## src/rtl/truth_table_probe.sv

```systemverilog
// truth_table_probe
//   Sweeps all eight rows of a 3-input circuit under test, holds each row for
//   SETTLE_CYCLES clocks and captures the circuit's response into an 8-bit
//   truth-table code (row 000 lands in the MSB, so the code reads as the
//   circuit's hex name).
//
// Parameters
//   SETTLE_CYCLES  cycles each row is held before its response is captured (1..255)
//
// Ports
//   clk    in   rising-edge clock
//   reset  in   asynchronous active-high reset
//   start  in   one-cycle sweep request (ignored unless idle)
//   resp   in   response of the circuit under test, synchronous to clk
//   in1    out  row stimulus MSB
//   in2    out  row stimulus middle bit
//   in3    out  row stimulus LSB
//   busy   out  high while a sweep is in progress
//   done   out  one-cycle pulse when code is updated
//   code   out  captured truth-table code
//
// Build option
//   TRUTH_TABLE_PROBE_MAJORITY_EN : when defined, each row's bit is the 2-of-3
//   majority of resp over the last three settle cycles (SETTLE_CYCLES >= 3).
//   When undefined, resp is sampled once on the final settle cycle.
module truth_table_probe #(
  parameter int unsigned SETTLE_CYCLES = 4
) (
  input  logic       clk,
  input  logic       reset,
  input  logic       start,
  input  logic       resp,
  output logic       in1,
  output logic       in2,
  output logic       in3,
  output logic       busy,
  output logic       done,
  output logic [7:0] code
);

  typedef enum logic [1:0] {
    IDLE  = 2'd0,
    DRIVE = 2'd1,
    DONE  = 2'd2
  } state_t;

  localparam logic [7:0] LAST_SETTLE = 8'(SETTLE_CYCLES - 1);

  state_t     state_q;
  logic [2:0] row_q;
  logic [7:0] settle_q;
  logic [2:0] in_q;
  logic       busy_q;
  logic       done_q;
  logic [7:0] code_q;
  logic [7:0] shadow_q;

  logic       sample_bit_d;
  logic [2:0] shadow_idx_d;
  logic [7:0] shadow_d;

`ifdef TRUTH_TABLE_PROBE_MAJORITY_EN
  // Two earlier samples of the current row; the third vote is resp itself
  // on the final settle cycle.
  logic [1:0] vote_q;

  always_ff @(posedge clk or posedge reset) begin
    if (reset) begin
      vote_q <= 2'b00;
    end else if (state_q == DRIVE) begin
      if (settle_q == LAST_SETTLE - 8'd2) vote_q[1] <= resp;
      if (settle_q == LAST_SETTLE - 8'd1) vote_q[0] <= resp;
    end
  end

  always_comb begin
    sample_bit_d = (vote_q[1] & vote_q[0]) | (vote_q[1] & resp) | (vote_q[0] & resp);
  end
`else
  always_comb begin
    sample_bit_d = resp;
  end
`endif

  // Row r is stored at bit 7-r; the merged value is what code takes when
  // the final row is captured.
  always_comb begin
    shadow_idx_d = 3'd7 - row_q;
    shadow_d = shadow_q;
    shadow_d[shadow_idx_d] = sample_bit_d;
  end

  always_ff @(posedge clk or posedge reset) begin
    if (reset) begin
      state_q  <= IDLE;
      row_q    <= 3'd0;
      settle_q <= 8'd0;
      in_q     <= 3'd0;
      busy_q   <= 1'b0;
      done_q   <= 1'b0;
      code_q   <= 8'h00;
      shadow_q <= 8'h00;
    end else begin
      case (state_q)
        IDLE: begin
          done_q <= 1'b0;
          if (start) begin
            state_q  <= DRIVE;
            row_q    <= 3'd0;
            settle_q <= 8'd0;
            in_q     <= 3'd0;
            busy_q   <= 1'b1;
            shadow_q <= 8'h00;
          end
        end
        DRIVE: begin
          if (settle_q == LAST_SETTLE) begin
            shadow_q <= shadow_d;
            settle_q <= 8'd0;
            if (row_q == 3'd7) begin
              // Last row captured: publish the code and leave the sweep
              // without wrapping the row counter into a new one.
              state_q <= DONE;
              row_q   <= 3'd0;
              in_q    <= 3'd0;
              busy_q  <= 1'b0;
              done_q  <= 1'b1;
              code_q  <= shadow_d;
            end else begin
              row_q <= row_q + 3'd1;
              in_q  <= row_q + 3'd1;
            end
          end else begin
            settle_q <= settle_q + 8'd1;
          end
        end
        DONE: begin
          done_q  <= 1'b0;
          state_q <= IDLE;
        end
        default: begin
          state_q <= IDLE;
          busy_q  <= 1'b0;
          done_q  <= 1'b0;
          in_q    <= 3'd0;
        end
      endcase
    end
  end

  assign in1  = in_q[2];
  assign in2  = in_q[1];
  assign in3  = in_q[0];
  assign busy = busy_q;
  assign done = done_q;
  assign code = code_q;

endmodule

```

## config.mk

```make
export PLATFORM = sky130hd
export DESIGN_NAME = truth_table_probe
export DESIGN_NICKNAME = d
export VERILOG_FILES = /design/src/rtl/truth_table_probe.sv
export SDC_FILE = /design/constraint.sdc
export NUM_CORES = 1
export LEC_CHECK = 0
export ABC_AREA = 1
export BUFFER_PORTS_ARGS = -buffer_cell sky130_fd_sc_hd__buf_4
export CORE_MARGIN = 3
export CORE_UTILIZATION = 30
export CTS_BUF_LIST = sky130_fd_sc_hd__clkbuf_8
export DETAILED_ROUTE_END_ITERATION = 12
export SETUP_SLACK_MARGIN = 0.02
export SYNTH_ARGS = -nofsm -noshare
export SYNTH_HDL_FRONTEND = slang
export SYNTH_SLANG_ARGS = --single-unit
```

## constraint.sdc

```tcl
create_clock -name clk -period 2.1 [get_ports clk]
set_input_delay 0.315 -clock clk [delete_from_list [all_inputs] [get_ports clk]]
set_output_delay 0.315 -clock clk [all_outputs]
set_load 0.01 [all_outputs]
```

After elaboration in Yosys (flattened, before gate mapping). Index checks and enable logic that the tools add are counted.

Latch bits: 0. ROM bits: 0. Word-level logic and storage cells: 55. Memories kept: 0. Memory bits (writable): 0. Register bits: 34. Output and inout bits: 13.

Multiply operators: 0. $add $sub $neg: 3. Divide/modulo/power cells: 0. Bitwise gates (word level): 1. Equality and inequality tests: 7. Muxes and demuxes: 24. $lt $le $gt $ge: 2. Shift operators: 0. Reduce and logical (&&, ||, !) cells: 10.

Operators by type and width (count): $pmux W8 S2 (2); $mux W8 (3); $reduce_and A3 Y1 (4); $mux W3 (3); $pmux W3 S3 (1); $add A8 B1 Y8 const B (1); $bwmux W8 (1); $eq A8 B2 Y1 const B (1); $mux W1 (7); $mux W2 (3); $ne A2 B2 Y1 const B (3); $pmux W3 S2 (1); $lt A3 B4 Y1 const B (1); $pmux W2 S2 (1); $reduce_and A2 Y1 (2); $reduce_and A4 Y1 (1); $add A3 B1 Y3 const B (1); $demux W1 S3 (1); $eq A3 B3 Y1 const B (1); $ge A3 B1 Y1 const B (1); $pmux W1 S3 (1); $sub A3 B3 Y3 const A (1); $eq A2 B1 Y1 const B (1); $eq A2 B2 Y1 const B (1); 4 further kinds (4).

Logic depth before layout (Yosys ltp).
Depth after elaboration: 8. Depth in mapped cells: 9. Gate-level depth less buffers: 8.

Worst setup path after synthesis. Ideal clock, no wire load.

Path type: reg2reg. Start: reg settle_q[0]. End: reg shadow_q[0]. Data required time: 1984 ps. Library setup time: 116 ps. Stages on the path, launching flop included: 10. Slack: 775 ps. Arrival: 1208 ps. Path buffers: 1. Path through: dfrtp_1 ha_1 nand2_1 nor2_2 nand2_4 nand2_4 nand2_4 buf_8 nand2_1 nand2_1.

Word-level cells in the longest chain between the ends: 3.

Ends and longest elaborated chain: start: declaration (RTL line 51) `logic [7:0] settle_q;`; start signal: assignment (RTL line 134) `settle_q <= settle_q + 8'd1;`; $eq A8 B2 Y1 (RTL line 117) `if (settle_q == LAST_SETTLE) begin`; $ne A2 B2 Y1 (no line); $reduce_and A3 Y1 (no line); end signal: assignment (RTL line 118) `shadow_q <= shadow_d;`; end: declaration (RTL line 56) `logic [7:0] shadow_q;`.

No other way between the ends. A chain may end at the register's enable or synchronous reset.

Worst setup path in the final report.
Start: reg row_q[1]. End: reg code_q[6] (netlist: code[6]).

Word-level cells in the longest chain between the ends: 6. Elaborated cells between the ends (all ways): 9.

Ends and longest elaborated chain: start: declaration (RTL line 50) `logic [2:0] row_q;`; start signal: assignment (RTL line 130) `row_q <= row_q + 3'd1;`; $sub A3 B3 Y3 (RTL line 88) `shadow_idx_d = 3'd7 - row_q;`; $lt A3 B4 Y1 (not written as such) or $ge A3 B1 Y1 (tied branches) (RTL line 90) `shadow_d[shadow_idx_d] = sample_bit_d;`; $logic_and A1 B1 Y1 (not written as such) (RTL line 90); $mux W1 (not written as such) (RTL line 90); $demux W1 S3 (RTL line 90); $bwmux W8 (RTL line 90); end signal: assignment (RTL line 128) `code_q <= shadow_d;`; end: declaration (RTL line 55) `logic [7:0] code_q;`.

Parallel ways exist; a longest one is shown, timed or not.

==> impl_metrics.xml <==
<?xml version="1.0" encoding="UTF-8"?>
<metrics>
  <group name="timing">
    <metric name="setup_slack" unit="ns">0.550</metric>
    <metric name="rsz0062_at_grt" unit="">false</metric>
    <metric name="final_period_minus_worst_setup_slack" unit="ns">1.55</metric>
    <metric name="slew-limit-headroom" unit="">0.709</metric>
    <metric name="tightest_slew" unit="ns">0.437</metric>
    <metric name="finalClockSkew" unit="ns">0.00204</metric>
    <metric name="hold_violations" unit="">0</metric>
    <metric name="finalCritPeriodShare" unit="">0.738</metric>
    <metric name="drv_slew" unit="">0</metric>
    <metric name="report.final.setup_viol" unit="">0</metric>
    <metric name="tns" unit="ns">0</metric>
    <metric name="achievable-frequency" unit="MHz">645</metric>
  </group>
  <group name="pwr">
    <metric name="overall_power_after_layout" unit="uW">2180</metric>
    <metric name="seqPwrFrac" unit="">0.439</metric>
    <metric name="power.share.switching" unit="">0.383</metric>
    <metric name="pwr_density_cell" unit="mW/mm2">1110</metric>
    <metric name="cell_internal_pwr" unit="uW">1340</metric>
    <metric name="power.clock.fraction" unit="">0.229</metric>
    <metric name="comb_power_share" unit="">0.332</metric>
    <metric name="p_leak" unit="uW">0.00100</metric>
    <metric name="vdd_ir_drop_max" unit="mV">0.327</metric>
    <metric name="net-switching-power" unit="uW">835</metric>
  </group>
  <group name="cts">
    <metric name="clockBufferDepth" unit="">2</metric>
    <metric name="clock_latency" unit="ns">0.29</metric>
    <metric name="cts_tree" unit="">done</metric>
    <metric name="cts-buffers-inserted" unit="">5</metric>
    <metric name="clock-root-buffer" unit="">sky130_fd_sc_hd__clkbuf_8</metric>
    <metric name="hold_bufs_at_cts" unit="">0</metric>
    <metric name="clk_transition_reported_paths" unit="ns">0.07</metric>
    <metric name="cts_resized" unit="">0</metric>
    <metric name="clock-sinks" unit="">34</metric>
    <metric name="post_cts_buffers" unit="">0</metric>
    <metric name="htree_levels" unit="">2</metric>
  </group>
  <group name="floorplan">
    <metric name="core.rowCount" unit="">26</metric>
    <metric name="floorplan.core_area" unit="mm2">0.00527</metric>
    <metric name="height_of_the_die" unit="um">80.8</metric>
    <metric name="design.die.area" unit="mm2">0.00653</metric>
    <metric name="pin_count" unit="">17</metric>
    <metric name="die_extent_in_x" unit="um">80.8</metric>
    <metric name="starting_density_of_the_core" unit="">0.319</metric>
  </group>
  <group name="logic_synthesis">
    <metric name="flops_latches_synth" unit="">34</metric>
    <metric name="yosysTopAreaCell" unit="">sky130_fd_sc_hd__dfrtp_1</metric>
    <metric name="post_synth_inst_count" unit="">208</metric>
    <metric name="syn-cell-area" unit="mm2">0.00168</metric>
    <metric name="synth.yosys.warnings" unit="">0</metric>
    <metric name="synth_nets" unit="">215</metric>
    <metric name="synth_area_leaders" unit="">sky130_fd_sc_hd__dfrtp_1 51%, sky130_fd_sc_hd__nand2_1 18%, sky130_fd_sc_hd__nand3_1 8.0%</metric>
    <metric name="synth.lib_cells_used.distinct" unit="">18</metric>
    <metric name="synth.top_cell.area_share" unit="">0.507</metric>
    <metric name="per_instance_average_area_after_synthesis" unit="um2">8.07</metric>
    <metric name="synth_sequential_area_ratio" unit="">0.507</metric>
  </group>
  <group name="placement">
    <metric name="hpwlAfterDp" unit="um">2420</metric>
    <metric name="placedInstanceArea" unit="mm2">0.00186</metric>
    <metric name="port_buffers" unit="">16</metric>
    <metric name="placement.setup.worst_slack" unit="ns">0.561</metric>
    <metric name="place_congestion" unit="">0.836</metric>
  </group>
  <group name="global_route">
    <metric name="grt_antenna_before_repair" unit="">0</metric>
    <metric name="globalRouteOverflowTotal" unit="">0</metric>
    <metric name="grtUsageMet3" unit="">0.0388</metric>
    <metric name="global_route.peak_usage_layer" unit="">met2</metric>
    <metric name="grt_start_max_net_pins" unit="">35</metric>
    <metric name="use_met1" unit="">0.159</metric>
    <metric name="gr-usage-all-layers" unit="">0.118</metric>
    <metric name="number_of_global_route_vias_before_repair" unit="">1279</metric>
    <metric name="met2_usage" unit="">0.176</metric>
    <metric name="global_route_wire_length_before_repair" unit="um">5960</metric>
  </group>
  <group name="cells_and_area">
    <metric name="design.final.nets" unit="">236</metric>
    <metric name="num_antenna_cells" unit="">0</metric>
    <metric name="share_of_final_layout_standard_cells_stronger_than_drive_strength_1" unit="">0.174</metric>
    <metric name="num-fill-cells" unit="">564</metric>
    <metric name="final_area" unit="mm2">0.00196</metric>
    <metric name="areaGrowthSynthToFinish" unit="%">16.5</metric>
  </group>
  <group name="routing">
    <metric name="detailedRoute.firstPassIterationCount" unit="">4</metric>
    <metric name="antenna_left" unit="">0</metric>
    <metric name="vias_per_cell" unit="">4.55</metric>
    <metric name="num_vias" unit="">1365</metric>
    <metric name="route.detailed.drc" unit="">0</metric>
    <metric name="detailed_route_wl" unit="um">3470</metric>
    <metric name="drt-wirelength-per-cell" unit="um">11.6</metric>
    <metric name="drt-initial-drc-count" unit="">131</metric>
  </group>
  <group name="critical_path">
    <metric name="crit_path_start_kind" unit="">flop</metric>
    <metric name="end_kind" unit="">flop</metric>
    <metric name="cp_data_arrival_time" unit="ns">1.73</metric>
    <metric name="cp_data_required_time" unit="ns">2.28</metric>
    <metric name="critical_path_peak_fanout" unit="">9</metric>
    <metric name="setup.worst_path.class" unit="">flop to flop</metric>
  </group>
  <group name="hold_path">
    <metric name="hold_class" unit="">primary input to async pin</metric>
  </group>
  <group name="run_status">
    <metric name="outcome" unit="">completed</metric>
  </group>
  <group name="job">
    <metric name="timing.max_cap.violations" unit="">0</metric>
  </group>
</metrics>
cell families (layout without fill, tap and decap cells):
logic type | Yosys count | after routing | synth area share
DFF | 34 | 34 | 0.507
buffers and inverters | 22 | 44 | 0.0604
AOI/OAI and AO/OA | 22 | 22 | 0.0663
adders and majority gates | 3 | 3 | 0.0224
xor gates and xnor gates | 2 | 2 | 0.0104
and+or+nand+nor | 125 | 125 | 0.334
path summary, 6_finish.rpt:
kind	depth (start not counted)	endpoint	slack, ns	startpoint
max in group asynchronous	3	shadow_q[7]$_DFFE_PP0P_	1.66	reset
worst max register to register	6	code[6]$_DFFE_PP0P_	0.55	row_q[1]$_DFFE_PP0P_
min in group clk	3	busy$_DFFE_PP0P_	0.27	start
worst min-delay path	3	busy$_DFFE_PP0P_	0.13	reset
worst max-delay path	6	code[6]$_DFFE_PP0P_	0.55	row_q[1]$_DFFE_PP0P_
worst min register to register	2	code[0]$_DFFE_PP0P_	0.47	code[0]$_DFFE_PP0P_
metrics by stage:
| stage | cells | util | hold slack [ns] |
|---|---|---|---|
| floorplan | 208 | - | 0.442 |
| global placement | 292 | 0.354 | 0.451 |
| detailed placement | 292 | 0.354 | 0.455 |
| CTS | 300 | 0.371 | 0.147 |
| global route | 300 | 0.371 | 0.163 |
| finish | 300 | 0.371 | 0.127 |
power by group through the flow:
stage                     Clock (uW)  Combinational, uW  Sequential (uW)
after floorplan                    0                557              949
after global placement             0                718              962
after detailed placement           0                723              964
after CTS                        510                731              954
after global routing             541                831              983
final                            499                723              957
routing by layer:
metal / vias up / wire (um)
met1: 633 / 1760
met3: 4 / 180
met2: 24 / 1500
met5: - / 0
li1: 704 / -
met4: 0 / 31
flip-flops by register name (all words and copies together), names as in the netlist:
signal / flops
state_q: 2
in_q: 3
code: 8
row_q: 3
shadow_q: 8
done: 1
busy: 1
settle_q: 8
cell usage in the layout (no fill, tap or decap):
cell type	instances
sky130_fd_sc_hd__nand2_1	79
sky130_fd_sc_hd__dfrtp_1	34
sky130_fd_sc_hd__nand3_1	27
sky130_fd_sc_hd__inv_1	18
sky130_fd_sc_hd__o21ai_0	18
sky130_fd_sc_hd__buf_4	17
sky130_fd_sc_hd__clkbuf_8	6
sky130_fd_sc_hd__nor2_2	5
sky130_fd_sc_hd__nand2_2	5
sky130_fd_sc_hd__nor2_1	4
sky130_fd_sc_hd__nand2_4	3
sky130_fd_sc_hd__a21oi_1	3
sky130_fd_sc_hd__ha_1	3
sky130_fd_sc_hd__inv_2	2
sky130_fd_sc_hd__xor2_1	2
sky130_fd_sc_hd__o22ai_1	1
sky130_fd_sc_hd__nor2_4	1
sky130_fd_sc_hd__nand4_1	1
sky130_fd_sc_hd__clkinv_2	1
Yosys cell counts:
| library cell | instances |
|---|---|
| sky130_fd_sc_hd__a21oi_1 | 3 |
| sky130_fd_sc_hd__buf_4 | 2 |
| sky130_fd_sc_hd__buf_8 | 1 |
| sky130_fd_sc_hd__dfrtp_1 | 34 |
| sky130_fd_sc_hd__ha_1 | 3 |
| sky130_fd_sc_hd__inv_1 | 17 |
| sky130_fd_sc_hd__inv_2 | 2 |
| sky130_fd_sc_hd__nand2_1 | 79 |
| sky130_fd_sc_hd__nand2_2 | 5 |
| sky130_fd_sc_hd__nand2_4 | 3 |
| sky130_fd_sc_hd__nand3_1 | 27 |
| sky130_fd_sc_hd__nand4_1 | 1 |
| sky130_fd_sc_hd__nor2_1 | 4 |
| sky130_fd_sc_hd__nor2_2 | 5 |
| sky130_fd_sc_hd__nor2_4 | 1 |
| sky130_fd_sc_hd__o21ai_0 | 18 |
| sky130_fd_sc_hd__o22ai_1 | 1 |
| sky130_fd_sc_hd__xor2_1 | 2 |
worst max-delay path, stage by stage (launching register included):
cell	delay, ns
sky130_fd_sc_hd__dfrtp_1	0.47
sky130_fd_sc_hd__ha_1	0.22
sky130_fd_sc_hd__nand2_1	0.07
sky130_fd_sc_hd__nor2_2	0.34
sky130_fd_sc_hd__nand2_2	0.19
sky130_fd_sc_hd__nand2_1	0.10
sky130_fd_sc_hd__nand2_1	0.05
final cells by class:
class                           count  area [um2]  share of cell area
Clock inverter                      2        8.76             0.00448
Multi-Input combinational cell    152         727               0.372
Timing Repair Buffer               17         128              0.0653
Inverter                           19        71.3              0.0365
Tap cell                           70        87.6              0.0448
Sequential cell                    34         851               0.435
Clock buffer                        6        82.6              0.0422
No activity file was read; power rests on OpenSTA's default activity.
